### src/rtl/replica_timing_monitor_ctrl.sv
`default_nettype none
// ============================================================================
// Module   : replica_timing_monitor_ctrl
// Purpose  : Drives the replica ALU inverter chain as a timing-margin canary.
//            A probe toggles the replica input, then captures the replica
//            output one clock later. A mismatch means the replica path, and
//            so the ALU critical path, missed timing. Each failed probe raises
//            an error pulse and a stall request. Errors are counted over
//            windows of probes, and a hysteretic performance-level request
//            is derived from those counts.
// Revision : 1.0 - initial release
// ============================================================================
module replica_timing_monitor_ctrl #(
  parameter int PROBE_INTERVAL = 16,
  parameter int WINDOW_PROBES  = 8,
  parameter int ERR_HI_THRESH  = 2,
  parameter int CALM_WINDOWS   = 4,
  parameter int LEVEL_MAX      = 3,
  parameter int LEVEL_W        = 2,
  parameter int STALL_CYCLES   = 4,
  parameter bit REPLICA_INVERT = 1'b0
) (
  input  logic               clk_i,
  input  logic               rst_i,
  input  logic               en_i,
  input  logic               clr_i,
  output logic               replica_launch_o,
  input  logic               replica_capture_i,
  output logic               timing_err_o,
  output logic               stall_req_o,
  output logic [LEVEL_W-1:0] perf_level_o,
  output logic               level_change_o,
  output logic [15:0]        err_total_o,
  output logic               busy_o
);

  localparam int WAIT_W  = (PROBE_INTERVAL > 4) ? $clog2(PROBE_INTERVAL) : 1;
  localparam int PROBE_W = $clog2(WINDOW_PROBES + 1);
  localparam int CALM_W  = $clog2(CALM_WINDOWS + 1);
  localparam int STALL_W = $clog2(STALL_CYCLES + 1);

  // The WAIT state lasts PROBE_INTERVAL-3 cycles. Together with LAUNCH,
  // SAMPLE and EVAL, that gives a launch-to-launch period of PROBE_INTERVAL.
  localparam logic [WAIT_W-1:0]  WAIT_LAST  = WAIT_W'(PROBE_INTERVAL - 4);
  localparam logic [PROBE_W-1:0] WIN_LAST   = PROBE_W'(WINDOW_PROBES - 1);
  localparam logic [PROBE_W-1:0] WIN_FULL   = PROBE_W'(WINDOW_PROBES);
  localparam logic [PROBE_W-1:0] ERR_HI     = PROBE_W'(ERR_HI_THRESH);
  localparam logic [CALM_W-1:0]  CALM_LAST  = CALM_W'(CALM_WINDOWS - 1);
  localparam logic [LEVEL_W-1:0] LVL_TOP    = LEVEL_W'(LEVEL_MAX);
  localparam logic [STALL_W-1:0] STALL_LOAD = STALL_W'(STALL_CYCLES);

  typedef enum logic [2:0] {
    S_IDLE   = 3'd0,
    S_LAUNCH = 3'd1,
    S_SAMPLE = 3'd2,
    S_EVAL   = 3'd3,
    S_WAIT   = 3'd4
  } state_t;

  state_t              state;
  logic                launch_q;
  logic                sample_q;
  logic [WAIT_W-1:0]   wait_cnt;
  logic [STALL_W-1:0]  stall_cnt;
  logic [PROBE_W-1:0]  probe_cnt;
  logic [PROBE_W-1:0]  win_err;
  logic [CALM_W-1:0]   calm_cnt;

  logic                eval_fire;
  logic                mismatch;
  logic                win_done;
  logic [PROBE_W-1:0]  win_errs_next;

  // A probe is only evaluated if the monitor is still enabled in EVAL.
  // Dropping en_i discards the probe that is in flight.
  assign eval_fire     = (state == S_EVAL) && en_i;
  assign mismatch      = (sample_q != (launch_q ^ REPLICA_INVERT));
  assign win_done      = (probe_cnt == WIN_LAST);
  assign win_errs_next = (mismatch && (win_err != WIN_FULL)) ? win_err + 1'b1 : win_err;

  assign replica_launch_o = launch_q;
  assign stall_req_o      = (stall_cnt != '0);
  assign busy_o           = (state != S_IDLE);

  // Probe sequencer: launch toggle, one-cycle capture, evaluate, then pad out the interval.
  always_ff @(posedge clk_i) begin
    if (rst_i) begin
      state    <= S_IDLE;
      launch_q <= 1'b0;
      sample_q <= 1'b0;
      wait_cnt <= '0;
    end else if (!en_i) begin
      state <= S_IDLE;
    end else begin
      case (state)
        S_IDLE:   state <= S_LAUNCH;
        S_LAUNCH: begin
          launch_q <= ~launch_q;
          state    <= S_SAMPLE;
        end
        S_SAMPLE: begin
          sample_q <= replica_capture_i;
          state    <= S_EVAL;
        end
        S_EVAL: begin
          wait_cnt <= '0;
          state    <= S_WAIT;
        end
        S_WAIT: begin
          if (wait_cnt == WAIT_LAST) begin
            state <= S_LAUNCH;
          end else begin
            wait_cnt <= wait_cnt + 1'b1;
          end
        end
        default:  state <= S_IDLE;
      endcase
    end
  end

  // Error reporting, stall timer, statistics and the windowed hysteretic level request.
  always_ff @(posedge clk_i) begin
    if (rst_i) begin
      timing_err_o   <= 1'b0;
      level_change_o <= 1'b0;
      perf_level_o   <= '0;
      err_total_o    <= '0;
      stall_cnt      <= '0;
      probe_cnt      <= '0;
      win_err        <= '0;
      calm_cnt       <= '0;
    end else begin
      timing_err_o   <= eval_fire && mismatch;
      level_change_o <= 1'b0;

      // A new error restarts the stall window, even if a stall is already in progress.
      if (eval_fire && mismatch) begin
        stall_cnt <= STALL_LOAD;
      end else if (stall_cnt != '0) begin
        stall_cnt <= stall_cnt - 1'b1;
      end

      // Clearing takes precedence over the probe's statistics. A window that
      // would complete on the same cycle is discarded, so the level holds.
      if (clr_i) begin
        err_total_o <= '0;
        probe_cnt   <= '0;
        win_err     <= '0;
        calm_cnt    <= '0;
      end else if (eval_fire) begin
        if (mismatch && (err_total_o != 16'hFFFF)) begin
          err_total_o <= err_total_o + 16'd1;
        end
        if (win_done) begin
          probe_cnt <= '0;
          win_err   <= '0;
          if (win_errs_next >= ERR_HI) begin
            calm_cnt <= '0;
            if (perf_level_o != LVL_TOP) begin
              perf_level_o   <= perf_level_o + 1'b1;
              level_change_o <= 1'b1;
            end
          end else if (win_errs_next == '0) begin
            if (calm_cnt == CALM_LAST) begin
              calm_cnt <= '0;
              if (perf_level_o != '0) begin
                perf_level_o   <= perf_level_o - 1'b1;
                level_change_o <= 1'b1;
              end
            end else begin
              calm_cnt <= calm_cnt + 1'b1;
            end
          end else begin
            calm_cnt <= '0;
          end
        end else begin
          probe_cnt <= probe_cnt + 1'b1;
          win_err   <= win_errs_next;
        end
      end
    end
  end

endmodule
`default_nettype wire

### config.mk
export PLATFORM = sky130hd
export DESIGN_NAME = replica_timing_monitor_ctrl
export DESIGN_NICKNAME = d
export VERILOG_FILES = /design/src/rtl/replica_timing_monitor_ctrl.sv
export SDC_FILE = /design/constraint.sdc
export NUM_CORES = 1
export LEC_CHECK = 0
export ABC_CLOCK_PERIOD_IN_PS = 4800
export CELL_PAD_IN_SITES_DETAIL_PLACEMENT = 2
export CELL_PAD_IN_SITES_GLOBAL_PLACEMENT = 2
export CORE_MARGIN = 10
export CORE_UTILIZATION = 35
export DETAILED_ROUTE_END_ITERATION = 8
export PLACE_DENSITY_LB_ADDON = 0.05
export SYNTH_ARGS = -nofsm -noshare
export SYNTH_HDL_FRONTEND = slang
export SYNTH_SLANG_ARGS = --single-unit
### constraint.sdc
create_clock -name clk_i -period 4.8 [get_ports clk_i]
set_input_delay 0.96 -clock clk_i [delete_from_list [all_inputs] [get_ports clk_i]]
set_output_delay 0.96 -clock clk_i [all_outputs]
set_load 0.1 [all_outputs]
==> impl_metrics.yaml <==
status:
  status: "complete, no violations"
synth:
  ys_top_cells_by_count: "dfxtp_1 (43), nor2_1 (28), nand2_1 (22)"
  synth_top_area_frac: 0.385
  yosys.area.top_type: "dfxtp_1"
  synth.most_common_cell: "dfxtp_1"
  synthDistinctLibCells: 47
  synth_nets: 282
  synthesis.instances: 267
  ys_async_sr_fraction: 0
  seq_area_frac_synth: 0.385
  syn_avg_cell_area_um2: 8.36
  yosys_most_used_dff: "dfxtp_1"
  ys_warn_count: 0
  synthTopCellsByArea: "dfxtp_1 (39%), xnor2_1 (7.5%), ha_1 (5.6%)"
  synth-seq-cells: 43
  synth-edff-count: 0
  synthesis.area_mm2: 0.00223
power_and_ir_drop:
  p_per_area_mw_per_mm2: 285
  peakVddDrop_uv: 249
  p_leak_nw: 0.879
global_routing:
  track_usage: 0.129
  antenna_found_initial: 0
  gr-usage-met2: 0.206
  grt_pass1_wl_um: 10800
  grt_use_met3: 0.0385
  use_met1: 0.166
  grt_start_max_net_pins: 26
  grt_overflow: 0
  gr-max-usage-layer: "met2"
  grt_pass1_vias: 2137
setup_path:
  worstSetupPathType: "register to output pin"
  crit_required_ps: 3840
  start_kind: "register"
  crit_path_start: "stall_cnt[0]"
  r2r_start: "replica_launch_o"
  cp_data_arrival_time_ps: 2370
  end_kind: "output pin"
  critical_path_peak_fanout: 5
cts:
  cts_root_buf: "clkbuf_8"
  cts_sinks: 43
  h-tree-depth: 2
  ctsResizeCount: 0
  cts_inserted_buffers: 5
  cts.clk_slew.worst_paths_ps: 80
  cts_setup_buffers: 0
  clock_latency_ps: 290
  ctsLongestPathBuffers: 2
  cts_tree: "yes"
  cts_hold_buf: 0
floorplanning:
  die_area_mm2: 0.00998
  coreArea_mm2: 0.00628
  die_x_um: 99.9
  num_io_pins: 28
  row_count: 29
  start_util: 0.356
  die_h_um: 99.9
final_layout:
  layout.cells.non_filler: 368
  syn_to_final_growth_pct: 18.7
  diodes: 0
  fillers: 732
  drive_gt1_frac: 0.0515
  nNetsFinal: 306
min_path:
  hold_path_class: "register to register"
  min-delay-start: "calm_cnt[1]"
timing:
  tightest_slew_ps: 988
  hold_viol_final: 0
  max_slew_margin: 0.339
  min_period_over_period: 0.694
  rsz0062_at_grt: "false"
  period_minus_slack_ps: 3330
  max_freq_ghz: 0.300
  report.final.slew_viol_count: 0
  skew_ps: 5.32
  setup_tns_ps: 0
  finalSetupViolCount: 0
flow_run:
  cap_viol_max_count: 0
drt:
  antenna_left: 0
  via_per_inst: 5.52
  wl_per_cell_um: 16.7
  drtIter0Drc: 54
  vias: 2031
  wirelength_um: 6150
  drc_errors: 0
  drtPass1Iterations: 4
placement:
  gp_congestion: 0.769
  place_inst: 361
  dp_hpwl_um: 4570
  numPortBuffers: 27
## stage by stage
stage / hold WS [ps] / setup WS (ps) / util / power, mW / area (um^2)
3_5_place_dp: 454 / 1460 / 0.408 / 0.533 / 2560
3_3_place_gp: 450 / 1610 / 0.408 / 0.528 / 2560
2_1_floorplan: 436 / 2070 / - / 0.495 / 2230
6_report: 464 / 1470 / 0.422 / 0.756 / 2650
4_1_cts: 466 / 1430 / 0.422 / 0.769 / 2650
5_1_grt: 511 / 1360 / 0.422 / 0.801 / 2650
## sequential cells by signal, summed over array words and instances, names as in the netlist
| register | count |
|---|---|
| state | 3 |
| win_err | 4 |
| replica_launch_o | 1 |
| level_change_o | 1 |
| sample_q | 1 |
| perf_level_o | 2 |
| stall_cnt | 3 |
| probe_cnt | 4 |
| timing_err_o | 1 |
| calm_cnt | 3 |
| wait_cnt | 4 |
| err_total_o | 16 |
## cells in the final DEF (no fill, tap or decap), types with 2 or more instances in the layout
| cell | synthesis | layout |
|---|---|---|
| clkbuf_8 | 0 | 6 |
| nand4b_1 | 2 | 2 |
| mux2i_1 | 2 | 2 |
| and3_1 | 2 | 2 |
| nand2_1 | 22 | 22 |
| a21o_1 | 2 | 2 |
| xor2_1 | 3 | 3 |
| nor4_1 | 2 | 2 |
| nor3b_1 | 3 | 3 |
| and4_1 | 3 | 3 |
| nand3b_1 | 2 | 2 |
| nor2b_1 | 3 | 3 |
| nand2b_1 | 5 | 5 |
| or2_2 | 2 | 2 |
| or4_1 | 2 | 2 |
| o211ai_1 | 2 | 2 |
| xnor2_1 | 19 | 19 |
| a31oi_1 | 4 | 4 |
| and2_1 | 3 | 3 |
| a211oi_1 | 3 | 3 |
| o21ai_0 | 6 | 6 |
| nand3_1 | 8 | 8 |
| nand4_1 | 7 | 7 |
| a21oi_1 | 19 | 19 |
| clkdlybuf4s50_1 | 0 | 27 |
| and3b_1 | 2 | 2 |
| nor2_1 | 28 | 28 |
| or3_1 | 4 | 4 |
| ha_1 | 10 | 10 |
| dfxtp_1 | 43 | 43 |
| nor3_1 | 14 | 14 |
| inv_1 | 11 | 11 |
| a2111oi_0 | 5 | 5 |
## metal layers
| layer | routed length, um | part of all wire | up-vias |
|---|---|---|---|
| li1 | - | - | 1000 |
| met1 | 2900 | 0.47 | 1003 |
| met2 | 2910 | 0.47 | 21 |
| met3 | 289 | 0.047 | 7 |
| met4 | 55 | 0.0089 | 0 |
| met5 | 0 | 0 | - |
## final cells by class
class,count,area [um^2],share of cell area
multi-input combinational,202,1290,0.486
sequential,43,861,0.325
timing repair buffer,28,278,0.105
tap,77,96.3,0.0363
clock buffer,6,82.6,0.0311
inverter,11,41.3,0.0156
clock inverter,1,5.00,0.00189
## path summary, 6_finish.rpt
check                endpoint  slack [ps]  depth (start not counted)
setup / recovery  stall_req_o        1470                          5
hold / removal    calm_cnt[1]         460                          2
setup reg to reg  calm_cnt[1]        2270                          5
hold reg to reg   calm_cnt[1]         460                          2
## logic make-up (layout without fill, tap and decap cells)
logic type,after synthesis,in the layout,share of synthesized area
AOI/OAI and AO/OA,48,48,0.137
xor gates and xnor gates,22,22,0.0863
adders and majority gates,10,10,0.0560
buffers and inverters,22,46,0.0381
DFF,43,43,0.385
muxes,3,3,0.0140
and+or+nand+nor,119,119,0.283
## worst max-delay path, stage by stage (launching register included)
cell             delay [ps]
dfxtp_1                 350
inv_1                    50
ha_1                    210
ha_1                    260
inv_1                    70
clkdlybuf4s50_1        1140
## power breakdown
part           switching, mW  internal [mW]  total [mW]
clock network          0.123          0.113       0.236
logic                  0.103         0.0430       0.146
registers            0.00807          0.366       0.374
No activity file was read; power rests on OpenSTA's default activity.
